==> src/rtl/sprite_jump_engine.sv <==
// Player vertical motion (parabolic jump, multi-jump, linear fall), run/duck frame
// selection and a two-stage sprite pixel pipe feeding an external synchronous ROM.
module sprite_jump_engine #(
   parameter int SPR_W       = 82,
   parameter int SPR_H       = 88,
   parameter int X0          = 80,
   parameter int GROUND_Y    = 402,
   parameter int JUMP_T      = 60,
   parameter int HDIV        = 6,
   parameter int MAX_JUMPS   = 2,
   parameter int FALL_STEP   = 5,
   parameter int ANIM_FRAMES = 6
) (
   input  logic                                CLK,
   input  logic                                RESET,
   input  logic                                frame_tick,
   input  logic                                run,
   input  logic                                restart,
   input  logic                                jump_req,
   input  logic                                duck,
   input  logic [8:0]                          row_addr,
   input  logic [9:0]                          col_addr,
   output logic [1+$clog2(SPR_W*SPR_H):0]      rom_addr,
   input  logic                                rom_data,
   output logic                                px,
   output logic                                airborne,
   output logic [9:0]                          height
);

   localparam int IDX_W = $clog2(SPR_W*SPR_H);
   localparam int TW    = $clog2(JUMP_T+1);
   localparam int JW    = $clog2(MAX_JUMPS+1);
   localparam int CW    = $clog2(ANIM_FRAMES+1);
   localparam int TOP0  = GROUND_Y - SPR_H;

   typedef enum logic [1:0] {GROUND, AIR, FALL} state_t;

   state_t          state, state_n;
   logic [TW-1:0]   t, t_n;
   logic [9:0]      base, base_n;
   logic [JW-1:0]   jumps, jumps_n;
   logic [CW-1:0]   anim_cnt, anim_n;
   logic            leg, leg_n;
   logic            jump_prev, jump_prev_n;
   logic            restart_pend, restart_pend_n;
   logic            press;
   logic [19:0]     arc_prod;
   logic [1:0]      frame_sel;
   int              row_off, col_off;
   logic            in_win;
   logic [IDX_W-1:0] index;
   logic            hit, hit_d;

   // Arc offset uses a 20-bit product so t*(JUMP_T-t) never overflows before the divide.
   always_comb begin
      arc_prod = 20'(t) * 20'(TW'(JUMP_T) - t);
      case (state)
         AIR:     height = 10'(20'(base) + arc_prod / 20'(HDIV));
         FALL:    height = base;
         default: height = '0;
      endcase
   end

   assign airborne = (state != GROUND);
   assign press    = jump_req & ~jump_prev;

   // NOTE: every variable gets a default at the top so no path can infer a latch.
   always_comb begin
      state_n        = state;
      t_n            = t;
      base_n         = base;
      jumps_n        = jumps;
      anim_n         = anim_cnt;
      leg_n          = leg;
      jump_prev_n    = jump_prev;
      restart_pend_n = restart_pend;
      if (frame_tick) begin
         jump_prev_n    = jump_req;
         restart_pend_n = 1'b0;
         if (restart || restart_pend) begin
            state_n = GROUND;
            t_n     = '0;
            base_n  = '0;
            jumps_n = '0;
            anim_n  = '0;
            leg_n   = 1'b0;
         end else if (run) begin
            case (state)
               GROUND: begin
                  if (press) begin
                     state_n = AIR;
                     t_n     = TW'(1);
                     base_n  = '0;
                     jumps_n = JW'(1);
                  end else if (anim_cnt == CW'(ANIM_FRAMES-1)) begin
                     anim_n = '0;
                     leg_n  = ~leg;
                  end else begin
                     anim_n = anim_cnt + CW'(1);
                  end
               end
               AIR: begin
                  if (press && (jumps < JW'(MAX_JUMPS))) begin
                     base_n  = height;
                     t_n     = TW'(1);
                     jumps_n = jumps + JW'(1);
                  end else if (t == TW'(JUMP_T)) begin
                     if (base == '0) begin
                        state_n = GROUND;
                        t_n     = '0;
                        jumps_n = '0;
                     end else begin
                        state_n = FALL;
                     end
                  end else begin
                     t_n = t + TW'(1);
                  end
               end
               FALL: begin
                  if (base <= 10'(FALL_STEP)) begin
                     base_n  = '0;
                     state_n = GROUND;
                     t_n     = '0;
                     jumps_n = '0;
                  end else begin
                     base_n = base - 10'(FALL_STEP);
                  end
               end
               default: state_n = GROUND;
            endcase
         end
      end else if (restart) begin
         restart_pend_n = 1'b1;
      end
   end

   // NOTE: sequential state uses non-blocking assignments so all registers update together.
   always_ff @(posedge CLK or posedge RESET) begin
      if (RESET) begin
         state        <= GROUND;
         t            <= '0;
         base         <= '0;
         jumps        <= '0;
         anim_cnt     <= '0;
         leg          <= 1'b0;
         jump_prev    <= 1'b0;
         restart_pend <= 1'b0;
      end else begin
         state        <= state_n;
         t            <= t_n;
         base         <= base_n;
         jumps        <= jumps_n;
         anim_cnt     <= anim_n;
         leg          <= leg_n;
         jump_prev    <= jump_prev_n;
         restart_pend <= restart_pend_n;
      end
   end

   always_comb begin
      if (state == GROUND && duck)     frame_sel = 2'd3;
      else if (state == GROUND && run) frame_sel = {1'b0, leg} + 2'd1;
      else                             frame_sel = 2'd0;
      row_off = int'(row_addr) - (TOP0 - int'(height));
      col_off = int'(col_addr) - X0;
      in_win  = (row_off >= 0) && (row_off < SPR_H) && (col_off >= 0) && (col_off < SPR_W);
      index   = IDX_W'(row_off * SPR_W + col_off);
   end

   // hit travels alongside the ROM's one-cycle read latency so px lines up with rom_data.
   always_ff @(posedge CLK or posedge RESET) begin
      if (RESET) begin
         rom_addr <= '0;
         hit      <= 1'b0;
         hit_d    <= 1'b0;
         px       <= 1'b0;
      end else begin
         hit   <= in_win;
         hit_d <= hit;
         px    <= hit_d & rom_data;
         if (in_win) rom_addr <= {frame_sel, index};
      end
   end

endmodule

==> config.mk <==
export PLATFORM = sky130hd
export DESIGN_NAME = sprite_jump_engine
export DESIGN_NICKNAME = d
export VERILOG_FILES = /design/src/rtl/sprite_jump_engine.sv
export SDC_FILE = /design/constraint.sdc
export NUM_CORES = 1
export LEC_CHECK = 0
export ABC_AREA = 1
export CORE_MARGIN = 2
export CORE_UTILIZATION = 61
export DETAILED_ROUTE_END_ITERATION = 10
export PLACE_DENSITY = 0.87
export SYNTH_ARGS = -nofsm -noshare
export SYNTH_HDL_FRONTEND = slang
export SYNTH_SLANG_ARGS = --single-unit
==> constraint.sdc <==
create_clock -name CLK -period 14.35 [get_ports CLK]
set_clock_uncertainty 0.05 [all_clocks]
set_input_delay 1.435 -clock CLK [delete_from_list [all_inputs] [get_ports CLK]]
set_output_delay 1.435 -clock CLK [all_outputs]
set_load 0.05 [all_outputs]
# == Yosys cells after proc, flatten, opt, wreduce, memory -nomap -nowiden ==
# Cells that the tools add are included.
# word_totals
regBits,44
latchBits,0
ram_bits,0
mem_bits_ro,0
input_bits,27
output_inout_bits,27
memories,0
# op_classes
add_sub_neg,11
n_mul,2
div_mod_pow,1
order_cmp,6
eq_ne,13
shifts,0
muxes,43
bitwise,4
reduce_logical,21
# op_table
cell,n
two-way mux 10 bit,5
two-way mux 6 bit,7
case mux 10 bit (3 select lines),1
two-way mux 2 bit,14
divider 20 x 3 -> 20 bit (second input constant),1
case mux 10 bit (2 select lines),1
case mux 6 bit (3 select lines),1
two-way mux 3 bit,5
!= test 3 bit (second input constant),5
multiplier 7 x 7 -> 14 bit,1
adder 13 x 11 -> 13 bit,1
>= comparator 12 x 1 -> 1 bit (second input constant),1
less-than comparator 12 x 8 -> 1 bit (second input constant),1
multiplier 12 x 7 -> 12 bit (second input constant),1
case mux 2 bit (3 select lines),2
AND reduction 6 bit,2
subtractor 10 x 11 -> 12 bit,1
>= comparator 11 x 1 -> 1 bit (second input constant),1
less-than comparator 11 x 8 -> 1 bit (second input constant),1
subtractor 10 x 7 -> 11 bit (second input constant),1
subtractor 9 x 10 -> 11 bit (first input constant),1
adder 10 bit,1
<= comparator 10 x 3 -> 1 bit (second input constant),1
logical NOT 10 bit,1
other kinds (25),44

# == Depth between registers and ports, before layout ==
# Gate-level depths: netlist (run 1).
# depth
ltp_word,11
depth_mapped,85
ltp_nobuf,85

# == Worst setup path after synthesis (run 1) ==
# OpenSTA, ideal clock, no wires.
# synth_timing
path_type,register to register
startpoint,register t[0]
endpoint,register rom_addr[12]
setup_ns,0.127
arrival_ns,12.300
required_ns,14.173
slack_ns,1.873
path_stages_with_launch,76
path_buffers,0
period_less_slack_ns,12.477
path_cell_list,dfrtp_1 -> inv_1 -> ha_1 -> inv_1 -> ha_1 -> or2_2 -> fa_1 -> fa_1 -> inv_1 -> fa_1 -> inv_1 -> fa_1 -> inv_1 -> ha_1 -> nand2_1 -> inv_1 -> nand2_1 -> nand2_1 -> (+40 left out) -> o21bai_1 -> a21oi_1 -> o21bai_1 -> xor2_1 -> inv_1 -> ha_1 -> ha_1 -> inv_1 -> fa_1 -> inv_1 -> ha_1 -> a21oi_1 -> xor2_1 -> xnor2_1 -> xor2_1 -> xnor2_1 -> xor2_1 -> o21ai_0
# synth_via
elab_chain_cells,11
elab_cells_between_ends,14
# synth_lines
element,line,text
from (decl),39,"logic [TW-1:0] t, t_n;"
from (signal assigned),150,t <= t_n;
subtractor 6 x 6 -> 7 bit,56,arc_prod = 20'(t) * 20'(TW'(JUMP_T) - t);
multiplier 7 x 7 -> 14 bit *,56,
divider 20 x 3 -> 20 bit *,58,AIR: height = 10'(20'(base) + arc_prod / 20'(HDIV));
adder 10 bit *,58,
case mux 10 bit (2 select lines) *,57,case (state)
via height[1],27,output logic [9:0] height
subtractor 9 x 10 -> 11 bit *,164,row_off = int'(row_addr) - (TOP0 - int'(height));
subtractor 10 x 11 -> 12 bit *,164,
"parallel branches: the longest is 4 deep, another holds adder 13 x 11 -> 13 bit",-,
to (signal assigned),181,"if (in_win) rom_addr <= {frame_sel, index};"
to (decl),23,"output logic [1+$clog2(SPR_W*SPR_H):0] rom_addr,"
# Mark *: on every way through the listed nets, which the timed path passes.
# A chain may end at the register's enable or synchronous reset.

# == Final worst setup path (run 1) ==
# layout_timing
startpoint,register t[0]
endpoint,register rom_addr[12]
# layout_via
elab_chain_cells,11
elab_cells_between_ends,14
# layout_lines
element,line
subtractor 6 x 6 -> 7 bit,56
multiplier 7 x 7 -> 14 bit *,56
divider 20 x 3 -> 20 bit *,58
adder 10 bit *,58
case mux 10 bit (2 select lines) *,57
subtractor 9 x 10 -> 11 bit *,164
subtractor 10 x 11 -> 12 bit *,164
"parallel branches: the longest is 4 deep, another holds adder 13 x 11 -> 13 bit",-
# Every way passes the cells marked *.

==> results of run 1 <==
power by group through the flow:
stage,registers (µW),logic [µW],clock network (µW)
floorplan,187,839,0
finish,153,1120,102
global route,155,1270,107
global placement,155,1040,0
detailed placement,155,1090,0
CTS,153,1100,102
per-stage QoR:
| stage | hold slack [ns] | worst slack (ns) | cells |
|---|---|---|---|
| after floorplan | 0.2812 | 1.873 | 920 |
| after detailed placement | 0.2847 | 0.8668 | 1103 |
| after CTS | 0.3064 | 0.7459 | 1111 |
| final | 0.3048 | 1.142 | 1115 |
| after global routing | 0.3334 | -0.07031 | 1115 |
| after global placement | 0.2839 | 1.095 | 1103 |
per-layer routing:
layer	track usage [%]	part of all wire, %
met3	3.222	6.0
met1	36.38	45
met2	45.16	47
met5	0	0
met4	7.143	2.4
cells in the mapped netlist, types with 12 or more instances:
library cell  count  area, µm²
a21oi_1          46      230.2
dfrtp_1          44       1101
fa_1             27      540.5
ha_1            104       1301
inv_1           192      720.7
nand2_1         161      604.3
nand3_1          46      230.2
nor2_1           80      300.3
nor3_1           17      85.08
o21ai_0          46      230.2
o22ai_1          12      75.07
xnor2_1          17      148.9
xor2_1           34      297.8
cell families (layout without fill, tap and decap cells):
kind of cell             count (synthesis)  in the layout  synth area share [%]
AND/OR/NAND/NOR                        337            337                 22.29
buffers and inverters                  203            262                 11.79
AO/OA/AOI/OAI                          150            150                 13.53
adder cells (fa/ha/maj)                131            131                 28.41
XOR/XNOR                                51             51                 6.889
flip-flops                              44             44                 16.98
other                                    2              4                0.1158
critical path: cells and delay by family (launching register included):
family	cells	cell delay (ns)
compound gates	9	1.54
flops	1	0.48
buf+inv	10	0.70
fa+ha+maj	14	5.38
simple gates	33	3.46
xor+xnor	7	1.43
timing repair:
item | 4_1_cts | 5_1_grt
setup endpoints to repair | 0 | 3
hold buffers | 0 | 0
buffers inserted | 0 | 4
resized for setup | 0 | 21
worst max-delay path by stage:
stage                                     endpoint  slack (ns)  cells past startpoint
after floorplan           rom_addr[12]$_DFFE_PP0P_        1.87                     75
after global placement    rom_addr[12]$_DFFE_PP0P_        1.10                     77
after detailed placement  rom_addr[12]$_DFFE_PP0P_        0.87                     77
after CTS                 rom_addr[12]$_DFFE_PP0P_        0.75                     77
after global routing      rom_addr[12]$_DFFE_PP0P_       -0.07                     74
final                     rom_addr[12]$_DFFE_PP0P_        1.14                     73
area by class of cell:
type | count | area (µm²)
Timing Repair Buffer | 58 | 568.0
Fill cell | 790 | 2953
Clock inverter | 3 | 46.29
Clock buffer | 5 | 68.82
Tap cell | 136 | 170.2
Multi-Input combinational cell | 673 | 4676
Sequential cell | 44 | 1104
Inverter | 196 | 738.2
state kept, by name (all words and copies together) (netlist names):
| signal | count |
|---|---|
| anim_cnt | 3 |
| leg | 1 |
| jump_prev | 1 |
| hit | 1 |
| t | 6 |
| base | 10 |
| jumps | 2 |
| restart_pend | 1 |
| hit_d | 1 |
| rom_addr | 15 |
| px | 1 |
| state | 2 |
==> results.yml, run 1 <==
run_status:
  status: "complete, no violations"
power_and_ir_drop:
  p_sw_uw: 720.4
  ir_drop_mv: 0.1718
  p_comb_share_pct: 81.5
  p_leak_uw: 0.003993
  p_int_uw: 652.7
  switching_share_pct: 52.47
  seqPwrFrac_pct: 11.1
  report.power.total_uw: 1373
  pwr-share-clk_pct: 7.4
  power_density_mw_per_mm2: 186.3
drt:
  finalWirelength_um: 14530
  drt-initial-drc-count: 418
  ant_nets: 0
  wl_per_cell_um: 13.03
  drt-vias-per-instance: 5.426
  drtPass1Iterations: 6
  route.detailed.drc: 0
  num_vias: 6050
clock_network:
  clkSlewWorstSetupHoldPaths_ns: 0.10
  clk_latency_ns: 0.31
  cts-buffers-inserted: 5
  clock_path_buffers: 2
  cts-htree-levels: 2
  cts_tree: "done"
  clock-sinks: 44
  ctsRootBufferMaster: "clkbuf_8"
logic_synthesis:
  synth_cells: 918
  synthArstFlopShare_pct: 100.0
  synthFlopType: "dfrtp_1"
  yosysWarnings: 0
  syn_area_per_cell_um2: 7.063
  synth.distinct_cells: 42
  synth_edf_count: 0
  yosys_register_bits: 44
  yosysSeqAreaShare_pct: 16.98
  syn_area_mm2: 0.006484
global_routing:
  grt_pass1_vias: 5777
  track_usage_pct: 26.79
  antenna_found_initial: 0
  grt_max_degree: 45
  grt_pass1_wl_um: 25390
  overflow: 0
worst_setup_path:
  worst-endpoint-arrival_ns: 13.33
  cp.required_ns: 14.48
  r2r-start: "t[0]$_DFFE_PP0P_"
  crit_path_frequent_cell: "nand2_1"
  ff2ff_setup_slack_ns: 1.14
  rr_worst_depth: 73
  r2r_end: "rom_addr[12]$_DFFE_PP0P_"
  critPathLaunchType: "flip-flop"
  crit_start: "t[0]$_DFFE_PP0P_"
  cp_max_fo: 8
  worst_setup_path_end_kind: "flip-flop"
  cpPeakStageDelay_ns: 0.54
  slowest_stage: "fa_1"
  worstSetupPathType: "flip-flop to flip-flop"
timing:
  tightest_slew_ns: 0.9396
  period_share_pct: 92.04
  max_freq_mhz: 75.71
  maxSlewHeadroom_pct: 37.27
  setup_violations: 0
  min_period_ns: 13.21
  tns_ns: 0
  hold_viol: 0
  maxSlewViolCount: 0
worst_hold_path:
  hold_path_class: "flip-flop to flip-flop"
  min_from: "hit$_DFF_PP0_"
  holdPathStages: 0
  min_to: "hit_d$_DFF_PP0_"
finish:
  post-route-util_pct: 71.40
  finalNetCount: 1136
  final_cell_mix: "189 x inv_1, 161 x nand2_1, 102 x ha_1"
  final_cell_area_mm2: 0.007371
  layout_commonest_cell: "inv_1"
  antenna_cells: 0
  areaGrowthSynthToFinish_pct: 13.68
  drive_above_1_share_pct: 5.414
die:
  io_pins: 54
  die_area_mm2: 0.01147
  std_cell_rows: 37
  start_util_pct: 62.80
  die_w_um: 107.1
  die_h_um: 107.1
  core-area_mm2: 0.01032
placed_design:
  port_buffers: 53
  place_area_mm2: 0.007171
  gp_congestion: 0.9174
  dp_hpwl_um: 11850
run:
  cap_violations: 0
Power figures use the tool's default switching activity.
==> run 2: changes to the inputs <==
--- a/config.mk
+++ b/config.mk
@@ -6,6 +6,7 @@
 export NUM_CORES = 1
 export LEC_CHECK = 0
 export ABC_AREA = 1
+export CORE_ASPECT_RATIO = 0.7
 export CORE_MARGIN = 2
 export CORE_UTILIZATION = 61
 export DETAILED_ROUTE_END_ITERATION = 10
==> results.yml, run 2 (synthesis gave the netlist of run 1 again) <==
run_status:
  status: "complete, no violations"
power_and_ir_drop:
  ir_drop_mv: 0.5924
  seqPwrFrac_pct: 11.0
  pwr-share-clk_pct: 8.7
  p_sw_uw: 745.8
  power_density_mw_per_mm2: 191.5
  p_int_uw: 661.6
  p_leak_uw: 0.003990
  p_comb_share_pct: 80.4
  switching_share_pct: 52.99
  report.power.total_uw: 1407
drt:
  route.detailed.drc: 0
  wl_per_cell_um: 13.94
  num_vias: 6084
  drtPass1Iterations: 5
  finalWirelength_um: 15440
  drt-initial-drc-count: 583
  ant_nets: 0
  drt-vias-per-instance: 5.496
worst_setup_path:
  crit_path_frequent_cell: "nand2_1"
  rr_worst_depth: 71
  critPathLaunchType: "flip-flop"
  cp.required_ns: 14.45
  r2r-start: "t[0]$_DFFE_PP0P_"
  worstSetupPathType: "flip-flop to flip-flop"
  cp_max_fo: 9
  slowest_stage: "fa_1"
  worst_setup_path_end_kind: "flip-flop"
  r2r_end: "rom_addr[12]$_DFFE_PP0P_"
  worst-endpoint-arrival_ns: 13.38
  ff2ff_setup_slack_ns: 1.07
  cpPeakStageDelay_ns: 0.54
timing:
  timing.final.ws_setup_ns: 1.067
  setup_violations: 0
  min_period_ns: 13.28
  tightest_slew_ns: 0.9660
  maxSlewHeadroom_pct: 35.50
  hold_viol: 0
  tns_ns: 0
  maxSlewViolCount: 0
  max_freq_mhz: 75.28
  period_share_pct: 92.56
clock_network:
  cts_tree: "done"
  cts-htree-levels: 2
  cts_hold_buffers: 0
  clk_latency_ns: 0.29
  clkSlewWorstSetupHoldPaths_ns: 0.07
  clock-sinks: 44
  cts-buffers-inserted: 5
  ctsRootBufferMaster: "clkbuf_16"
  clock_path_buffers: 2
worst_hold_path:
  min_from: "hit$_DFF_PP0_"
  holdPathStages: 0
  hold_path_class: "flip-flop to flip-flop"
  min_to: "hit_d$_DFF_PP0_"
die:
  core-area_mm2: 0.01036
  die_w_um: 127.2
  std_cell_rows: 31
  io_pins: 54
  die_area_mm2: 0.01148
  die_h_um: 90.26
  start_util_pct: 62.61
placed_design:
  dp_hpwl_um: 12560
  gp_congestion: 0.9434
  place_area_mm2: 0.007166
  dp_slack_ns: 0.9464
  port_buffers: 53
global_routing:
  grt_pass1_wl_um: 26460
  grt_max_degree: 45
  grt_pass1_vias: 5690
  overflow: 0
  track_usage_pct: 27.84
  antenna_found_initial: 0
finish:
  seqCellArea_mm2: 0.001102
  areaGrowthSynthToFinish_pct: 13.37
  antenna_cells: 0
  largestRegisters: "rom_addr x15, base x10, t x6"
  final_cell_area_mm2: 0.007351
  largest_reg_flops: 15
  layout_commonest_cell: "inv_1"
  regMostFlops: "rom_addr"
  finalNetCount: 1132
  final.fill_count: 801
  final_cell_mix: "189 x inv_1, 161 x nand2_1, 104 x ha_1"
  multi_input_area_mm2: 0.004656
  drive_above_1_share_pct: 4.308
run:
  cap_violations: 0
## run 2: cell types whose count changed in the layout (fill, tap and decap cells not counted), sizes merged
cell,previous run,this run
clkbuf,5,6
bufinv,1,0
buf,5,1
inv,195,194
clkinvlp,1,2
## run 2: power groups by stage
| stage | combinational (µW) | clock, µW | sequential [µW] |
|---|---|---|---|
| 3_3_place_gp | 1070 | 0 | 155 |
| 5_1_grt | 1270 | 128 | 156 |
| 3_5_place_dp | 1100 | 0 | 156 |
| 4_1_cts | 1110 | 122 | 154 |
| 6_report | 1130 | 122 | 154 |
| 2_1_floorplan | 839 | 0 | 187 |
## run 2: per-layer routing
layer | routed length [µm] | GRT usage (%) | vias up
met5 | 0 | 0 | -
met4 | 102 | 3.297 | 0
met3 | 1182 | 4.858 | 16
met2 | 6158 | 39.92 | 249
met1 | 7993 | 44.71 | 2750
li1 | - | - | 3069
## run 2: metrics by stage
stage	utilization, %	hold WS [ns]	instances
2_1_floorplan	-	0.2812	920
3_3_place_gp	69.19	0.2834	1099
3_5_place_dp	69.19	0.2858	1099
4_1_cts	70.68	0.2998	1107
5_1_grt	70.98	0.3186	1107
6_report	70.98	0.2967	1107
## run 2: how the worst max path moves through the flow
stage | from | endpoint | cells past startpoint
2_1_floorplan | t[0]$_DFFE_PP0P_ | rom_addr[12]$_DFFE_PP0P_ | 75
3_3_place_gp | t[0]$_DFFE_PP0P_ | rom_addr[12]$_DFFE_PP0P_ | 77
3_5_place_dp | t[0]$_DFFE_PP0P_ | rom_addr[12]$_DFFE_PP0P_ | 75
4_1_cts | t[0]$_DFFE_PP0P_ | rom_addr[12]$_DFFE_PP0P_ | 78
5_1_grt | t[1]$_DFFE_PP0P_ | rom_addr[12]$_DFFE_PP0P_ | 77
6_report | t[0]$_DFFE_PP0P_ | rom_addr[12]$_DFFE_PP0P_ | 71
## run 2: repair_timing
action                                  CTS  global route
endpoints found under the setup margin    0             3
resized for setup                         0            13
buffers inserted                          0             0
## run 2: final cells by class
class,count,area share [%]
Tap cell,132,2.247
Timing Repair Buffer,54,7.319
Clock buffer,6,1.889
Clock inverter,2,0.2043
Sequential cell,44,15.00
Inverter,196,10.01
Multi-Input combinational cell,673,63.34
## run 2: worst max-delay path: cells and delay by family (launching register included)
family | cells | cell delay [ns]
fa+ha+maj | 14 | 5.33
simple gates | 25 | 2.78
compound gates | 13 | 2.29
xor+xnor | 7 | 1.37
buf+inv | 12 | 0.81
flops | 1 | 0.48
==> run 3: changes to the inputs <==
--- a/config.mk
+++ b/config.mk
@@ -11,6 +11,7 @@
 export CORE_UTILIZATION = 61
 export DETAILED_ROUTE_END_ITERATION = 10
 export PLACE_DENSITY = 0.87
+export RECOVER_POWER = 25
 export SYNTH_ARGS = -nofsm -noshare
 export SYNTH_HDL_FRONTEND = slang
 export SYNTH_SLANG_ARGS = --single-unit
==> results.yml, run 3 (synthesis gave the netlist of run 1 again) <==
finish:
  areaGrowthSynthToFinish_pct: 13.37
  final_cell_mix: "190 x inv_1, 161 x nand2_1, 104 x ha_1"
  layout_commonest_cell: "inv_1"
  antenna_cells: 0
  largestRegisters: "rom_addr x15, base x10, t x6"
  largest_reg_flops: 15
  drive_above_1_share_pct: 4.205
  finalNetCount: 1132
  regMostFlops: "rom_addr"
  final.fill_count: 801
global_routing:
  overflow: 0
  grt_pass1_wl_um: 26460
  track_usage_pct: 27.84
  antenna_found_initial: 0
  grt_pass1_vias: 5690
  grt_max_degree: 45
timing:
  tightest_slew_ns: 1.760
  maxSlewHeadroom_pct: -17.47
  hold_viol: 0
  setup_violations: 0
  maxSlewViolCount: 45
  hold_ws_ns: 0.2968
  min_period_ns: 13.27
  period_share_pct: 92.50
  max_freq_mhz: 75.34
power_and_ir_drop:
  p_leak_uw: 0.003992
  report.power.total_uw: 1407
  power_density_mw_per_mm2: 191.4
  ir_drop_mv: 0.5930
placed_design:
  port_buffers: 53
  gp_congestion: 0.9434
  dp_hpwl_um: 12560
worst_setup_path:
  critPathLaunchType: "flip-flop"
  worst-endpoint-arrival_ns: 13.37
  worstSetupPathType: "flip-flop to flip-flop"
  crit_path_frequent_cell: "nand2_1"
  cp_max_fo: 8
  slowest_stage: "fa_1"
  cpPeakStageDelay_ns: 0.54
  worst_setup_path_end_kind: "flip-flop"
  cp.required_ns: 14.45
die:
  die_h_um: 90.26
  io_pins: 54
  core-area_mm2: 0.01036
  die_area_mm2: 0.01148
  std_cell_rows: 31
  start_util_pct: 62.61
  die_w_um: 127.2
run_status:
  status: "finished, violations left"
  failed_checks: "max-capacitance violations, max-slew violations"
drt:
  ant_nets: 0
  drtPass1Iterations: 5
  finalWirelength_um: 15420
  drt-initial-drc-count: 583
  drt-vias-per-instance: 5.477
  wl_per_cell_um: 13.93
  route.detailed.drc: 0
  num_vias: 6063
clock_network:
  clock-sinks: 44
  cts-htree-levels: 2
  clock_path_buffers: 2
  clk_latency_ns: 0.29
  clkSlewWorstSetupHoldPaths_ns: 0.07
  cts_setup_buffers: 0
  ctsRootBufferMaster: "clkbuf_16"
  cts-buffers-inserted: 5
  cts_tree: "done"
run:
  cap_violations: 1
worst_hold_path:
  hold_path_class: "flip-flop to flip-flop"
## run 3: final timing paths
check	cells after the start	to	slack, ns	from
setup / recovery	71	rom_addr[12]$_DFFE_PP0P_	1.08	t[1]$_DFFE_PP0P_
hold / removal	0	hit_d$_DFF_PP0_	0.30	hit$_DFF_PP0_
setup reg to reg	71	rom_addr[12]$_DFFE_PP0P_	1.08	t[1]$_DFFE_PP0P_
hold reg to reg	0	hit_d$_DFF_PP0_	0.30	hit$_DFF_PP0_
max in group asynchronous	2	t[0]$_DFFE_PP0P_	11.01	RESET
min in group asynchronous	2	rom_addr[3]$_DFFE_PP0P_	2.09	RESET
## run 3: metal layers
layer / GRT usage [%] / wire length, µm / up-vias
li1: - / - / 3067
met1: 44.71 / 7913 / 2730
met2: 39.92 / 6127 / 248
met3: 4.858 / 1276 / 18
met4: 3.297 / 106 / 0
met5: 0 / 0 / -
## run 3: area by class of cell
cell class | instances | area [µm²] | share of cell area (%)
Sequential cell | 44 | 1102 | 15.00
Clock inverter | 2 | 15.01 | 0.2043
Clock buffer | 6 | 138.9 | 1.889
Inverter | 196 | 735.7 | 10.01
Tap cell | 132 | 165.2 | 2.247
Timing Repair Buffer | 54 | 538.0 | 7.319
Multi-Input combinational cell | 673 | 4656 | 63.34
## run 3: repair_timing
| action | in CTS | in global routing |
|---|---|---|
| hold buffers | 0 | 0 |
| setup endpoints to repair | 0 | 3 |
| gates resized for setup | 0 | 13 |
## run 3: worst max-delay path: cells and delay by family, from the launching register on
| kind | cells | cell delay (ns) |
|---|---|---|
| AND/OR/NAND/NOR | 25 | 2.78 |
| XOR/XNOR | 7 | 1.37 |
| AO/OA/AOI/OAI | 13 | 2.29 |
| flip-flops | 1 | 0.47 |
| adder cells (fa/ha/maj) | 14 | 5.31 |
| buffers and inverters | 12 | 0.81 |
## run 3: report_power, final
group          switching, µW  internal, µW  leakage, µW
Clock                   52.2          69.4    0.0000691
Combinational            680           450      0.00332
Sequential              12.8           142     0.000599
Total                    745           661      0.00399
## run 3: per-stage QoR
stage / utilization, % / instance area (µm²) / setup WS, ns / setup TNS [ns] / instances
finish: 70.98 / 7351 / 1.076 / 0 / 1107
CTS: 70.68 / 7320 / 0.8215 / 0 / 1107
detailed placement: 69.19 / 7166 / 0.9464 / 0 / 1099
global route: 70.98 / 7351 / -0.01788 / -0.01788 / 1107
floorplan: - / 6491 / 1.873 / 0 / 920
global placement: 69.19 / 7166 / 1.116 / 0 / 1099
